## src/rtl/refill_writer.sv

```systemverilog
// Cache line refill engine: takes one set request, streams an 8-beat critical-word-first
// burst into the banked SRAM write port, forwards the critical word and flags read conflicts.
module refill_writer #(
  parameter int SET_W  = 7,
  parameter int WORDS  = 8,
  parameter int DATA_W = 32
) (
  input  logic                       clk,
  input  logic                       rst_n,
  input  logic                       req_valid,
  output logic                       req_ready,
  input  logic [SET_W-1:0]           req_set,
  input  logic [$clog2(WORDS)-1:0]   req_word,
  input  logic                       mem_valid,
  output logic                       mem_ready,
  input  logic [DATA_W-1:0]          mem_data,
  input  logic                       mem_last,
  output logic                       sram_w_en,
  output logic [SET_W-1:0]           sram_w_addr,
  output logic [DATA_W-1:0]          sram_w_data,
  output logic [WORDS-1:0]           sram_w_maskOH,
  output logic                       crit_valid,
  output logic [DATA_W-1:0]          crit_data,
  input  logic [SET_W-1:0]           rd_set,
  output logic                       rd_conflict,
  output logic                       resp_valid,
  output logic [SET_W-1:0]           resp_set,
  output logic                       resp_err
);
  localparam int PTR_W = $clog2(WORDS);
  localparam int CNT_W = $clog2(WORDS + 1);

  localparam logic [1:0] S_IDLE   = 2'd0;
  localparam logic [1:0] S_REFILL = 2'd1;
  localparam logic [1:0] S_RESP   = 2'd2;

  logic [1:0]       state;
  logic [SET_W-1:0] cur_set;
  logic [PTR_W-1:0] ptr;
  logic [CNT_W-1:0] cnt;
  logic             err;
  logic             beat_acc;
  logic             first_beat;
  logic             last_beat;
  logic [PTR_W-1:0] bank;
  logic [WORDS-1:0] mask_nxt;

  assign req_ready  = (state == S_IDLE);
  assign mem_ready  = (state == S_REFILL) && (cnt < CNT_W'(WORDS));
  assign beat_acc   = mem_valid && mem_ready;
  assign first_beat = (cnt == '0);
  assign last_beat  = (cnt == CNT_W'(WORDS - 1));
  // Bank index wraps naturally in PTR_W bits.
  assign bank       = ptr + cnt[PTR_W-1:0];

  for (genvar b = 0; b < WORDS; b++) begin : g_mask
    assign mask_nxt[b] = (bank == PTR_W'(b));
  end

  always_ff @(posedge clk or negedge rst_n) begin
    if (!rst_n) begin
      state   <= S_IDLE;
      cur_set <= '0;
      ptr     <= '0;
      cnt     <= '0;
      err     <= 1'b0;
    end else begin
      case (state)
        S_IDLE: if (req_valid) begin
          cur_set <= req_set;
          ptr     <= req_word;
          cnt     <= '0;
          err     <= 1'b0;
          state   <= S_REFILL;
        end
        S_REFILL: if (beat_acc) begin
          cnt <= cnt + 1'b1;
          // mem_last is only checked; the burst always ends on count.
          if (last_beat ? !mem_last : mem_last) err <= 1'b1;
          if (last_beat) state <= S_RESP;
        end
        S_RESP:  state <= S_IDLE;
        default: state <= S_IDLE;
      endcase
    end
  end

  always_ff @(posedge clk or negedge rst_n) begin
    if (!rst_n) begin
      sram_w_en     <= 1'b0;
      sram_w_addr   <= '0;
      sram_w_data   <= '0;
      sram_w_maskOH <= '0;
      crit_valid    <= 1'b0;
      crit_data     <= '0;
    end else begin
      sram_w_en     <= beat_acc;
      sram_w_maskOH <= beat_acc ? mask_nxt : '0;
      crit_valid    <= beat_acc && first_beat;
      if (beat_acc) begin
        sram_w_addr <= cur_set;
        sram_w_data <= mem_data;
      end
      if (beat_acc && first_beat) crit_data <= mem_data;
    end
  end

  assign resp_valid  = (state == S_RESP);
  assign resp_set    = cur_set;
  assign resp_err    = resp_valid && err;
  assign rd_conflict = (state != S_IDLE) && (rd_set == cur_set);
endmodule

```

## config.mk

```make
export PLATFORM = sky130hd
export DESIGN_NAME = refill_writer
export DESIGN_NICKNAME = d
export VERILOG_FILES = /design/src/rtl/refill_writer.sv
export SDC_FILE = /design/constraint.sdc
export NUM_CORES = 1
export LEC_CHECK = 0
export CAP_MARGIN = 15
export CORE_AREA = 2 2 94 96
export CTS_CLUSTER_SIZE = 16
export DETAILED_ROUTE_END_ITERATION = 10
export DIE_AREA = 0 0 96 98
export HOLD_SLACK_MARGIN = 0.1
export PLACE_DENSITY_LB_ADDON = 0.3
export SYNTH_ARGS = -nofsm -noshare
export SYNTH_HDL_FRONTEND = slang
export SYNTH_SLANG_ARGS = --single-unit
```

## constraint.sdc

```tcl
create_clock -name clk -period 3.5 [get_ports clk]
set_clock_uncertainty 0.05 [all_clocks]
set_input_delay 0.525 -clock clk [delete_from_list [all_inputs] [get_ports clk]]
set_output_delay 0.525 -clock clk [all_outputs]
set_load 0.005 [all_outputs]
```

==> results of run 1 <==
worst min-delay path: stages (launching register included):
cell and delay, ps:
dfrtp_1 350, nand2_1 50, nand2_1 50
cells by family after synthesis:
kind of cell / after synthesis
DFF: 98
AOI/OAI and AO/OA: 5
xor gates and xnor gates: 11
muxes: 43
and+or+nand+nor: 148
adders and majority gates: 4
buffers and inverters: 20
registers in the layout, indices dropped and copies added (netlist names):
register	flops
cnt	4
crit_data	32
crit_valid	1
err	1
ptr	3
resp_set	7
sram_w_addr	7
sram_w_data	32
sram_w_en	1
sram_w_maskOH	8
state	2
final cells by class:
| type | instances | area, sq um | area share, % |
|---|---|---|---|
| Inverter | 5 | 18.8 | 0.332 |
| Multi-Input combinational cell | 211 | 1290 | 22.9 |
| Clock buffer | 11 | 141 | 2.50 |
| Clock inverter | 5 | 86.3 | 1.53 |
| Sequential cell | 98 | 2450 | 43.4 |
| Tap cell | 108 | 135 | 2.39 |
| Timing Repair Buffer | 152 | 1530 | 27.0 |
power by group:
part | leakage (uW) | switching [uW] | internal (uW)
Clock | 0.000114 | 384 | 428
Sequential | 0.00120 | 323 | 1670
Combinational | 0.00128 | 880 | 1320
Total | 0.00260 | 1590 | 3420
final timing paths:
path                                 from              end  cells past startpoint
max                             rd_set[0]      rd_conflict                      5
min                        sram_w_addr[4]   sram_w_addr[4]                      2
max reg2reg                      state[1]     crit_data[7]                      4
min reg2reg                sram_w_addr[4]   sram_w_addr[4]                      2
max in group asynchronous           rst_n  sram_w_data[11]                      4
min in group asynchronous           rst_n      resp_set[5]                      2
routing by layer:
layer  routed length (microns)  vias to the layer above  GRT usage, %
li1                          -                     1358             -
met1                      3700                     1354          25.0
met2                      4270                      101          31.8
met3                       716                       12          6.25
met4                       129                        0          6.70
met5                         0                        -             0
timing repair:
item | in CTS | in global routing
hold buffers | 0 | 1
hold endpoints to repair | 0 | 11
endpoints found under the setup margin | 0 | 0
through the flow:
stage          power [uW]  area (sq um)  instances
4_1_cts              5070          5620        588
3_3_place_gp         4160          5390        572
2_1_floorplan        2900          3840        329
3_5_place_dp         4250          5390        572
6_report             5010          5650        590
5_1_grt              5380          5650        590
layout by cell type, fill, tap and decap left out, types with 2 or more instances in the layout:
master and instances:
clkdlybuf4s50_1 145, nand2_1 123, dfrtp_1 98, mux2_1 35, clkbuf_8 10, xnor2_1 8, mux2_2 7, nor2_1 5
buf_4 5, inv_1 4, nor4_1 3, xor2_1 3, and3_1 3, nor3_1 3, ha_1 3, nand3_1 2
nand3b_1 2, o21ai_0 2, bufinv_16 2, clkinv_4 2
==> metrics.cfg, run 1 <==
[pwr]
peakVddDrop_mv = 0.417
p_per_area_nw_per_um2 = 886
total_leakage_power_uw = 0.00260

[grt]
grt_overflow = 0
grt_use_total_pct = 19.7
grt_pass1_vias = 2996
grt_pass1_wl_microns = 14400
grt_max_degree = 86
grt_antenna_before_repair = 0

[final_layout]
layout.nets = 535
fillCellCount = 689
area_growth_pct = 47.1
drive_gt1_share_pct = 6.64
diodes = 0
final_core_util_pct = 66.8

[cts]
cts_buffers = 9
cts-resized-gates = 0
cts_tree = yes
cts-root-buf = clkbuf_8
cts_setup_buffers = 0
h-tree-depth = 3
clk_latency_ps = 340
cts_buffer_depth = 2
path_clk_slew_ps = 90
clkSinkCount = 98

[synthesis]
yosysTopAreaCellShare_pct = 63.8
synthTopCellsByCount = nand2_1 (123), dfrtp_1 (98), mux2_1 (35)
yosysWarnings = 0
synth_ff_type = dfrtp_1
synth_area_per_cell_sq_um = 11.7
synth_most_common_cell = nand2_1
synth-adder-area-share_pct = 1.50
syn_nets = 387
synth_top_cell_by_area = dfrtp_1
synth_compound_area_share_pct = 0.814
synth_cell_types = 33
synth_mux_area_share_pct = 12.6
syn_area_sq_um = 3840
yosys.area_share.simple_pct = 16.1
synthXorXnorAreaFrac_pct = 2.51
synthArstFlopShare_pct = 100
yosysSeqAreaShare_pct = 63.8
synth_top_family_by_area = simple AND/OR/NAND/NOR gates
yosys-top-cells-area = dfrtp_1 (64%), nand2_1 (12%), mux2_1 (10%)
synth_cells = 329
synth_seq_cells = 98
synth-edff-count = 0

[detailed_routing]
drc = 0
wl_per_cell_microns = 15.0
drt_iter0_markers = 105
vias = 2825
ant_nets = 0
first_pass_iters = 4
viasPerCell = 4.79
wl_microns = 8820

[placed_design]
globalplace.congestion = 0.740
place_hpwl_microns = 6130
dpl_worst_slack_ps = 848
port-buffer-count = 146

[floorplan]
dieArea_sq_um = 9410
core_area_sq_um = 8470
die_x_microns = 96
die_h_microns = 98
start_util_pct = 45.4
pin_count = 147
rows = 34

[status]
outcome = finished clean

[timing]
fmax_ghz = 0.377
fin_hold_ws_ps = 427
fin_setup_tns_ps = 0
setup_viol = 0
fin_ws_ps = 844
slew_headroom_pct = 57.8
period_needed_ps = 2660
period_share_pct = 75.9
rsz0062_at_grt = false
slew_violations = 0
tightest_slew_ps = 632
hold_viol = 0

[worst_setup_path]
cpPeakStageDelay_ps = 550
critPathBufInv = 2
start_kind = primary input
criticalPathCategory = primary input to primary output
critPathCaptureType = primary output
cp_top_family = buffers and inverters
slowest_stage = clkdlybuf4s50_1
worst-path-max-fanout = 1
crit_required_ps = 2920
cpMostUsedCell = clkdlybuf4s50_1
crit_chain = clkdlybuf4s50_1 -> xnor2_1 -> nand4_1 -> nor4_1 -> clkdlybuf4s50_1
arrival_ps = 2080
r2r_slack_ps = 1590

[job]
max-cap-violations = 0

[min_path]
holdCritPathClass = flop to flop

(Power assumes the default switching activity.)
==> run 2: changes to the inputs <==
- CORE_AREA: 2 2 94 96 -> 2 2 102 104
- DIE_AREA: 0 0 96 98 -> 0 0 104 106
- clock period: 3.5 -> 2.32 ns (I/O delays scaled with it)
==> run 2 against run 1 <==
Compared with the run above:
- non-clock buffer count did not move
- routed wire length decreased by 0.91%
- die area up 17%
- register-to-register slack worse by 1200 ps
- combinational power increased by 53%
- sequential cell count unchanged
- clock-buffer cell count is 1 higher
- setup slack got worse by 530 ps
- first-iteration DRC count shrank 14%
- worst hold slack got worse by 3.4 ps
- core utilization fell by 9.6 points
- largest cell class unchanged
- largest power group unchanged
==> metrics.cfg, run 2 (synthesis results as in run 1) <==
[cts]
cts-root-buf = clkbuf_8
path_clk_slew_ps = 90  ; about the same
cts_buffer_depth = 2  ; unchanged
cts_tree = yes
clkSinkCount = 98  ; unchanged
h-tree-depth = 3  ; unchanged
clk_latency_ps = 350  ; about the same
cts_buffers = 9  ; unchanged

[timing]
slew_violations = 0  ; unchanged
fin_ws_ps = 313  ; -532 ps
fin_setup_tns_ps = 0  ; unchanged
hold_viol = 0  ; unchanged
period_share_pct = 86.5
fmax_ghz = 0.498
tightest_slew_ps = 613  ; -19.3 ps
rsz0062_at_grt = false
setup_viol = 0  ; unchanged
period_needed_ps = 2010
slew_headroom_pct = 59.1  ; +1.3 points

[min_path]
hold_start = sram_w_data[22]
holdCritPathClass = flop to flop
worst_hold_path.endpoint = sram_w_data[22]
min_path_cells = 2  ; unchanged

[worst_setup_path]
criticalPathCategory = flop to primary output
slowest_stage = clkdlybuf4s50_1
r2r-start = cnt[0]
r2r_slack_ps = 420  ; -1170 ps
worst-path-max-fanout = 7  ; +6
crit_chain = nor2b_1 -> and2_1 -> clkdlybuf4s50_1
timing.rr.end = sram_w_maskOH[7]
crit_required_ps = 1920  ; -1000 ps
start_kind = flop
critPathCaptureType = primary output
cpPeakStageDelay_ps = 490  ; -60 ps
arrival_ps = 1610  ; -470 ps
rr_worst_depth = 6  ; +2

[detailed_routing]
first_pass_iters = 4  ; unchanged
viasPerCell = 4.63  ; -3.3%
routed.top_layer = met4
wl_per_cell_microns = 14.2  ; -5.1%
wl_met2_microns = 4380  ; +2.6%
drc = 0  ; unchanged
ant_nets = 0  ; unchanged
vias = 2853  ; +0.99%
drt-met1-wl_microns = 3690  ; -0.40%
wl_met3_microns = 520  ; -27%
drt_iter0_markers = 90  ; -14%
wl_microns = 8740  ; -0.91%

[placed_design]
port-buffer-count = 146  ; unchanged
place_hpwl_microns = 6240  ; +1.7%
dpl_worst_slack_ps = 28.4  ; -819 ps
globalplace.congestion = 0.769  ; +3.8%
dp.cells = 601  ; +5.1%

[final_layout]
drive_gt1_share_pct = 7.08  ; +0.44 points
final_cell_mix = clkdlybuf4s50_1 (144), nand2_1 (123), dfrtp_1 (96)
diodes = 0  ; unchanged
area_growth_pct = 48.7
layout.nets = 535  ; unchanged
final_common_cell = clkdlybuf4s50_1
largestRegisters = crit_data (32), sram_w_data (32), sram_w_maskOH (8)
final_core_util_pct = 57.2  ; -9.6 points
final_cells = 616  ; +4.4%

[status]
outcome = finished clean

[floorplan]
die_h_microns = 106  ; +8.2%
pin_count = 147  ; unchanged
die_x_microns = 104  ; +8.3%
dieArea_sq_um = 11000  ; +17%
rows = 37  ; +8.8%
start_util_pct = 38.5  ; -7.0 points
core_area_sq_um = 10000  ; +18%

[grt]
grt_overflow = 0  ; unchanged
grt_pass1_wl_microns = 14500  ; +1.2%
grt_pass1_vias = 2945  ; -1.7%
grt_max_degree = 53  ; -38%
grt_use_total_pct = 16.5  ; -3.2 points
grt_antenna_before_repair = 0  ; unchanged

[job]
max-cap-violations = 0  ; unchanged

[pwr]
p_per_area_nw_per_um2 = 1330  ; +50%
total_leakage_power_uw = 0.00262  ; +0.99%
peakVddDrop_mv = 0.605  ; +45%

## run 2: final cells by class
| type | instances | area, sq um |
|---|---|---|
| multi-input combinational | 211 | 1300 |
| inverter | 5 | 18.8 |
| fill | 890 | 4280 |
| tap | 136 | 170 |
| timing repair buffer | 152 | 1550 |
| clock buffer | 12 | 165 |
| clock inverter | 2 | 60.1 |
| sequential | 98 | 2450 |
## run 2: what timing repair did
action / in CTS / in global routing
gates cloned: 0 / 0
endpoints found under the setup margin: 1 / 1
resized for setup: 1 / 3
buffers inserted: 0 / 0
endpoints found under the hold margin: 46 / 0
hold buffers: 1 / 0
## run 2: critical path, delay by kind of cell, from the launching register on
kind	cells	cell delay [ps]
buffers and inverters	1	490
AND/OR/NAND/NOR	2	310
flip-flops	1	450
## run 2: routing by layer
metal / global-route usage, % / vias up
li1: - / 1365
met1: 20.2 / 1392
met2: 27.9 / 83
met3: 4.54 / 13
met4: 6.18 / 0
met5: 0 / -
## run 2: worst max-delay path by stage
stage | from | to | slack [ps] | cells after the start
2_1_floorplan | cnt[0] | sram_w_maskOH[7] | 590 | 6
3_3_place_gp | rd_set[4] | rd_conflict | 2 | 5
3_5_place_dp | rd_set[4] | rd_conflict | 30 | 5
4_1_cts | resp_set[4] | rd_conflict | 10 | 4
5_1_grt | state[1] | resp_err | 210 | 3
6_report | state[1] | resp_err | 310 | 3
## run 2: where the power goes
| part | switching, uW | internal [uW] | leakage, uW |
|---|---|---|---|
| registers | 482 | 2520 | 0.00120 |
| logic | 1330 | 2040 | 0.00131 |
| clock network | 549 | 685 | 0.000115 |
| total | 2360 | 5250 | 0.00262 |
## run 2: through the flow
stage	hold WS (ps)	total power [uW]	area, sq um
final	424	7610	5720
after global routing	445	8170	5720
after CTS	432	7730	5710
after detailed placement	347	6460	5470
after global placement	340	6350	5470
after floorplan	2.41	4380	3840
